<file path="src/rtl/fixed_point_mac_if.sv">
// Beat and result signals between the FIR controller and the fixed-point MAC.
// The master drives operands and tags; the slave returns the saturated sum.
interface fixed_point_mac_if #(
    parameter int N = 16
);
    logic         in_valid;
    logic         first;
    logic         last;
    logic [N-1:0] a;
    logic [N-1:0] b;
    logic         out_valid;
    logic [N-1:0] result;
    logic         overflow;

    modport master (
        output in_valid, first, last, a, b,
        input  out_valid, result, overflow
    );

    modport slave (
        input  in_valid, first, last, a, b,
        output out_valid, result, overflow
    );
endinterface

</file>
<file path="src/rtl/fixed_point_mac.sv">
// Signed fixed-point MAC: full-precision accumulate with guard bits, saturated QN-F.F output.
// Latency: 3 cycles from the last beat to the out_valid pulse; 1 beat/cycle throughput.
// Backpressure: none; always accepts a beat, and bubbles (in_valid=0) hold the accumulator.
module fixed_point_mac #(
    parameter int N = 16,
    parameter int F = 8,
    parameter int G = 8
) (
    input  logic              clk,
    input  logic              rst,
    fixed_point_mac_if.slave  bus
);
    localparam int PW = 2 * N;
    localparam int AW = 2 * N + G;

    localparam logic signed [AW-1:0] SAT_MAX = {{(N+G+1){1'b0}}, {(N-1){1'b1}}};
    localparam logic signed [AW-1:0] SAT_MIN = {{(N+G+1){1'b1}}, {(N-1){1'b0}}};

    // Stage 1: product and beat tags
    logic signed [PW-1:0] prod_c;
    logic signed [PW-1:0] s1_prod;
    logic                 s1_vld;
    logic                 s1_first;
    logic                 s1_last;

    // Stage 2: accumulator and end-of-sum tag
    logic signed [AW-1:0] acc;
    logic                 s2_last_vld;

    // Stage 3 rescale/saturate
    logic signed [AW-1:0] shifted_c;
    logic                 sat_hi_c;
    logic                 sat_lo_c;
    logic        [N-1:0]  sat_res_c;

    logic                 out_valid_q;
    logic        [N-1:0]  result_q;
    logic                 overflow_q;

    always_comb begin
        prod_c = PW'($signed(bus.a)) * PW'($signed(bus.b));
    end

    always_ff @(posedge clk) begin
        if (rst) begin
            s1_vld   <= 1'b0;
            s1_first <= 1'b0;
            s1_last  <= 1'b0;
            s1_prod  <= '0;
        end else begin
            s1_vld   <= bus.in_valid;
            s1_first <= bus.first;
            s1_last  <= bus.last;
            s1_prod  <= prod_c;
        end
    end

    // Sum wraps modulo 2^AW; guard bits absorb intermediate growth.
    always_ff @(posedge clk) begin
        if (rst) begin
            acc         <= '0;
            s2_last_vld <= 1'b0;
        end else begin
            s2_last_vld <= s1_vld & s1_last;
            if (s1_vld) begin
                if (s1_first) begin
                    acc <= {{G{s1_prod[PW-1]}}, s1_prod};
                end else begin
                    acc <= acc + {{G{s1_prod[PW-1]}}, s1_prod};
                end
            end
        end
    end

    // Arithmetic shift truncates toward minus infinity before clamping.
    always_comb begin
        shifted_c = acc >>> F;
        sat_hi_c  = shifted_c > SAT_MAX;
        sat_lo_c  = shifted_c < SAT_MIN;
        if (sat_hi_c) begin
            sat_res_c = {1'b0, {(N-1){1'b1}}};
        end else if (sat_lo_c) begin
            sat_res_c = {1'b1, {(N-1){1'b0}}};
        end else begin
            sat_res_c = shifted_c[N-1:0];
        end
    end

    always_ff @(posedge clk) begin
        if (rst) begin
            out_valid_q <= 1'b0;
            result_q    <= '0;
            overflow_q  <= 1'b0;
        end else begin
            out_valid_q <= s2_last_vld;
            if (s2_last_vld) begin
                result_q   <= sat_res_c;
                overflow_q <= sat_hi_c | sat_lo_c;
            end
        end
    end

    assign bus.out_valid = out_valid_q;
    assign bus.result    = result_q;
    assign bus.overflow  = overflow_q;
endmodule

</file>
<file path="src/flat_wrapper.sv">
// flat-port wrapper written by rule: the top's interface ports become plain ports
module fixed_point_mac_flat 
#(
    parameter int N = 16,
    parameter int F = 8,
    parameter int G = 8
)
  (clk, rst, bus_in_valid, bus_first, bus_last, bus_a, bus_b, bus_out_valid, bus_result, bus_overflow);
  fixed_point_mac_if #(.N(N)) bus_i ();
  input  logic clk;
  input  logic rst;
  input wire logic [$bits(bus_i.in_valid)-1:0] bus_in_valid;
  input wire logic [$bits(bus_i.first)-1:0] bus_first;
  input wire logic [$bits(bus_i.last)-1:0] bus_last;
  input wire logic [$bits(bus_i.a)-1:0] bus_a;
  input wire logic [$bits(bus_i.b)-1:0] bus_b;
  output wire logic [$bits(bus_i.out_valid)-1:0] bus_out_valid;
  output wire logic [$bits(bus_i.result)-1:0] bus_result;
  output wire logic [$bits(bus_i.overflow)-1:0] bus_overflow;
  assign bus_i.in_valid = bus_in_valid;
  assign bus_i.first = bus_first;
  assign bus_i.last = bus_last;
  assign bus_i.a = bus_a;
  assign bus_i.b = bus_b;
  assign bus_out_valid = bus_i.out_valid;
  assign bus_result = bus_i.result;
  assign bus_overflow = bus_i.overflow;
  fixed_point_mac #(.N(N), .F(F), .G(G)) u_core (.clk(clk), .rst(rst), .bus(bus_i));
endmodule
</file>
<file path="config.mk">
export PLATFORM = sky130hd
export DESIGN_NAME = fixed_point_mac_flat
export DESIGN_NICKNAME = d
export VERILOG_FILES = /design/src/rtl/fixed_point_mac_if.sv /design/src/rtl/fixed_point_mac.sv /design/src/flat_wrapper.sv
export SDC_FILE = /design/constraint.sdc
export NUM_CORES = 1
export LEC_CHECK = 0
export CORE_MARGIN = 4
export CORE_UTILIZATION = 50
export CTS_CLUSTER_DIAMETER = 60
export DETAILED_ROUTE_END_ITERATION = 16
export PLACE_DENSITY = 0.67
export SYNTH_ARGS = -nofsm -noshare
export SYNTH_HDL_FRONTEND = slang
export SYNTH_SLANG_ARGS = --single-unit
</file>
<file path="constraint.sdc">
create_clock -name clk -period 9.68 [get_ports clk]
set_input_delay 1.452 -clock clk [delete_from_list [all_inputs] [get_ports clk]]
set_output_delay 1.452 -clock clk [all_outputs]
set_load 0.05 [all_outputs]
</file>
# Yosys cells after proc, flatten, opt, wreduce, memory -nomap -nowiden
# Index checks and enable logic that the tools add are counted.
[word_totals]
register_bits = 94
in_bits = 37
out_inout_bits = 18
word_cells = 18
[op_classes]
add_sub_neg = 1
multipliers = 1
magnitude_cmp = 2
n_mux = 3
bitwise = 2
[op_table]
columns = ["op", "count"]
rows = [
  ["$add 40x40->40", 1],
  ["$mux 40", 1],
  ["$gt 32x16->1 const B", 1],
  ["$lt 32x16->1 const B", 1],
  ["$mul 16x16->32", 1],
  ["$mux 16", 2],
  ["$and 1x1->1", 1],
  ["$or 1x1->1", 1],
]

# Depth between registers and ports, before layout
[logic_depth]
depth_word = 3
mapped_depth = 24
mapped_depth_nobuf = 23

# Worst setup path after synthesis
# OpenSTA, ideal clock, no wires.
[synth_path]
path_kind = "input to register"
start = "input bus_b[2]"
end = "register u_core.s1_prod[31]"
setup_time_ns = 0.074
arrival_ns = 7.169
required_time_ns = 9.606
setup_slack_ns = 2.437
stages = 19
n_path_buf = 1
cell_sequence = "clkbuf_1 > nand2_1 > fa_1 > inv_1 > fa_1 > fa_1 > fa_1 > fa_1 > inv_1 > fa_1 > inv_1 > ha_1 > nor2b_1 > o21ai_0 > nand2_1 > a2111oi_0 > nor2_1 > a2111o_1 > o21ai_0"
[synth_via]
elab_chain_len = 1
[synth_rtl]
columns = ["element", "line", "source"]
rows = [
  ["start: declaration", "flat_wrapper.sv:16", "input wire logic [$bits(bus_i.b)-1:0] bus_b;"],
  ["$mul 16x16->32", "fixed_point_mac.sv:41", "prod_c = PW'($signed(bus.a)) * PW'($signed(bus.b));"],
  ["end signal: assignment", "fixed_point_mac.sv:54", "s1_prod <= prod_c;"],
  ["end: declaration", "fixed_point_mac.sv:21", "logic signed [PW-1:0] s1_prod;"],
]
# No other way between the ends.
# A chain may end at the register's enable or synchronous reset.

# Worst setup path in the final report
[layout_path]
start = "input bus_a[9]"
end = "register u_core.s1_prod[31]"
[layout_via]
elab_chain_len = 1
[layout_rtl]
columns = ["element", "line", "source"]
rows = [
  ["start: declaration", "flat_wrapper.sv:15", "input wire logic [$bits(bus_i.a)-1:0] bus_a;"],
  ["$mul 16x16->32", "fixed_point_mac.sv:41", ""],
]
# No other way between the ends.

==> impl_metrics.tcl <==
set metrics [dict create \
    run_status "complete, no violations" \
    r2r-end "u_core.acc[28]" \
    cts_tree "done" \
    syn_inst 1802 \
    crit_type "primary input to register" \
    synth.avg_cell_area_um2 8.58 \
    grt_pass1_wl_mm 59.2 \
    ys_types 64 \
    start_kind "primary input" \
    synth-seq-cells 94 \
    cts.root.buffer_cell "clkbuf_16" \
    cts_hold_buf 0 \
    synth_top_family_by_area "adder cells" \
    h-tree-depth 3 \
    io_buffers 54 \
    die-area_um2 33800 \
    die_h_um 184 \
    critPathMaxFanout 16 \
    grt_pass1_vias 11900 \
    post-route-period-util_pct 84.8 \
    initial_utilization_pct 50.7 \
    core_area_um2 30500 \
    num_vias 11700 \
    routedWlPerCell_um 15.9 \
    hold_class "register to register" \
    netlist_area_um2 15500 \
    area_growth_pct 7.23 \
    yosys.area.top_type_share_pct 34.1 \
    rr_worst_depth 12 \
    cp.arrival_ns 8.47 \
    drive_gt1_share_pct 2.16 \
    hold_end "u_core.bus.result[3]" \
    synth_edf_count 0 \
    synth-adder-area-share_pct 43.9 \
    clk_path_buf_depth 2 \
    place_hpwl_mm 28.0 \
    cts_buffers 9 \
    tightest_slew_ns 1.07 \
    io_pins 55 \
    fin_setup_tns_ns 0 \
    min_from "u_core.bus.result[3]" \
    synth_ff_type "dfxtp_1" \
    num-nets-final 2224 \
    async_flop_share_pct 0 \
    cts_sinks 94 \
    fp.dieW_um 184 \
    yosys-top-cells-area "fa_1 34%, dfxtp_1 12%, ha_1 9.8%" \
    cts.repair.resized 0 \
    clkTransAtPathRegs_ns 0.06 \
    post_cts_buffers 0 \
    drt_first_pass_iters 7 \
    finClkSkew_ns 0.0132 \
    synth_fp_nets 2223 \
    synth-compound-area-share_pct 12.6 \
    cp-end-kind "register" \
    worstHoldPathCells 2 \
    worstSkewPairLatency_ns 0.34 \
    ys_seq_area_share_pct 12.2 \
    critical_path_required_ns 9.94 \
    grt_max_degree 87 \
    synth_xor_area_share_pct 2.95 \
    fillers 2823 \
    num_antenna_cells 0 \
    reg2reg_slack_ns 6.22 \
    yosysWarnings 0 \
    hold_viol 0 \
    drv_slew 0 \
    gr-usage-all-layers_pct 21.1 \
    wirelength_mm 35.0 \
    setup_viol 0 \
    drc 0 \
    rows 64 \
    fin_crit_ns 8.20 \
    max_freq_mhz 122 \
    finalWeightedCongestion 0.871 \
    rsz0062_at_grt "no" \
    maxCapViolations 0 \
    ant_nets 0 \
    grt_overflow_total 0 \
    synth_simple_gate_area_share_pct 18.1 \
    relSlewSlack_pct 27.8 \
    via_per_inst 5.30 \
    synth_mux_area_share_pct 0.518 \
    drt_iter0_drc 635 \
    yosysTopAreaCell "fa_1" \
    worstReg2RegStart "u_core.acc[0]" \
    antenna_found_initial 0 \
]
-- worst max path at each step --
stage	start	to	slack (ns)	cells past startpoint
global placement	bus_a[7]	u_core.s1_prod[31]	1.26	23
floorplan	bus_b[2]	u_core.s1_prod[31]	2.44	19
global route	bus_b[2]	u_core.s1_prod[31]	1.12	20
detailed placement	bus_b[2]	u_core.s1_prod[31]	1.15	19
finish	bus_a[9]	u_core.s1_prod[31]	1.48	23
CTS	bus_b[2]	u_core.s1_prod[31]	1.49	19
-- sequential cells by signal (all words and copies together), names as in the netlist --
| signal | flops |
|---|---|
| u_core.acc | 40 |
| u_core.s2_last_vld | 1 |
| u_core.bus.overflow | 1 |
| u_core.s1_prod | 32 |
| u_core.bus.out_valid | 1 |
| u_core.s1_last | 1 |
| u_core.s1_first | 1 |
| u_core.bus.result | 16 |
| u_core.s1_vld | 1 |
-- metrics by stage --
step                cell area, um^2  std cells  setup slack, ns  hold WS [ns]  utilization [%]
finish                        16600       2204             1.48         0.468             54.3
global route                  16600       2204             1.12         0.491             54.3
CTS                           16600       2204             1.49         0.469             54.3
detailed placement            16300       2188             1.15         0.460             53.3
global placement              16300       2188             1.26         0.455             53.3
floorplan                     15500       1802             2.44         0.437                -
-- per-layer routing --
layer / GRT usage (%) / vias to the layer above / share of wire, %
met2: 34.3 / 290 / 45
met3: 2.45 / 31 / 5.4
li1: - / 5729 / -
met4: 3.73 / 0 / 1.2
met1: 31.1 / 5641 / 48
met5: 0 / - / 0
-- cell usage after synthesis, types with 20 or more instances --
cell type	number
nand2b_1	24
nor2_1	99
a21oi_1	86
o21ai_0	61
clkbuf_1	64
xnor2_1	35
and2_1	127
fa_1	263
a21o_1	38
nand3_1	24
ha_1	121
dfxtp_1	94
nand2_1	190
nor2b_1	20
inv_1	330
-- cell type report --
class                      count  area (um^2)  area share (%)
inverter                     333         1250            7.54
tap                          396          495            2.99
timing repair buffer          58          566            3.41
multi-input combinational   1307        12100            72.8
clock inverter                 6         70.1           0.423
clock buffer                  10          239            1.44
sequential                    94         1880            11.4
-- cells in the final DEF (no fill, tap or decap), drive strengths merged, types with 3 or more instances in the layout --
cell,n
a2111oi,3
a211o,4
a211oi,9
a21o,38
a21oi,86
a311oi,15
a31o,3
a31oi,14
and2,127
and3,14
buf,5
clkbuf,10
clkdlybuf4s50,53
clkinv,4
clkinvlp,3
dfxtp,94
fa,263
ha,121
inv,331
mux2i,8
nand2,190
nand2b,24
nand3,24
nand4,9
nor2,99
nor2b,20
nor3,18
nor3b,6
nor4,8
o211a,4
o211ai,14
o21a,13
o21ai,62
o21bai,6
o41ai,3
or2,6
or3,10
or4,3
xnor2,35
xor2,17
-- logic make-up (layout without fill, tap and decap cells) --
kind of cell / Yosys count / count (layout)
multiplexers: 8 / 8
buffers and inverters: 401 / 407
adder cells (fa/ha/maj): 384 / 384
AO/OA/AOI/OAI: 297 / 297
flip-flops: 94 / 94
XOR/XNOR: 52 / 52
AND/OR/NAND/NOR: 566 / 566
-- worst max-delay path, cell delays in order --
cell,delay (ns)
clkdlybuf4s50_1,0.75
and2_1,0.36
fa_1,0.53
inv_1,0.05
fa_1,0.46
fa_1,0.53
inv_1,0.06
fa_1,0.49
fa_1,0.50
inv_1,0.05
fa_1,0.47
inv_1,0.04
ha_1,0.32
and3_1,0.17
nor2b_1,0.13
or4_1,0.39
a21oi_1,0.17
o31ai_1,0.11
buf_4,0.16
a2111oi_0,0.63
nor2_1,0.16
a2111o_1,0.41
o21ai_0,0.08
Power is left out: the tool's default activity adds up to more than one toggle a clock period on the data nets, which glitch-free logic cannot reach.
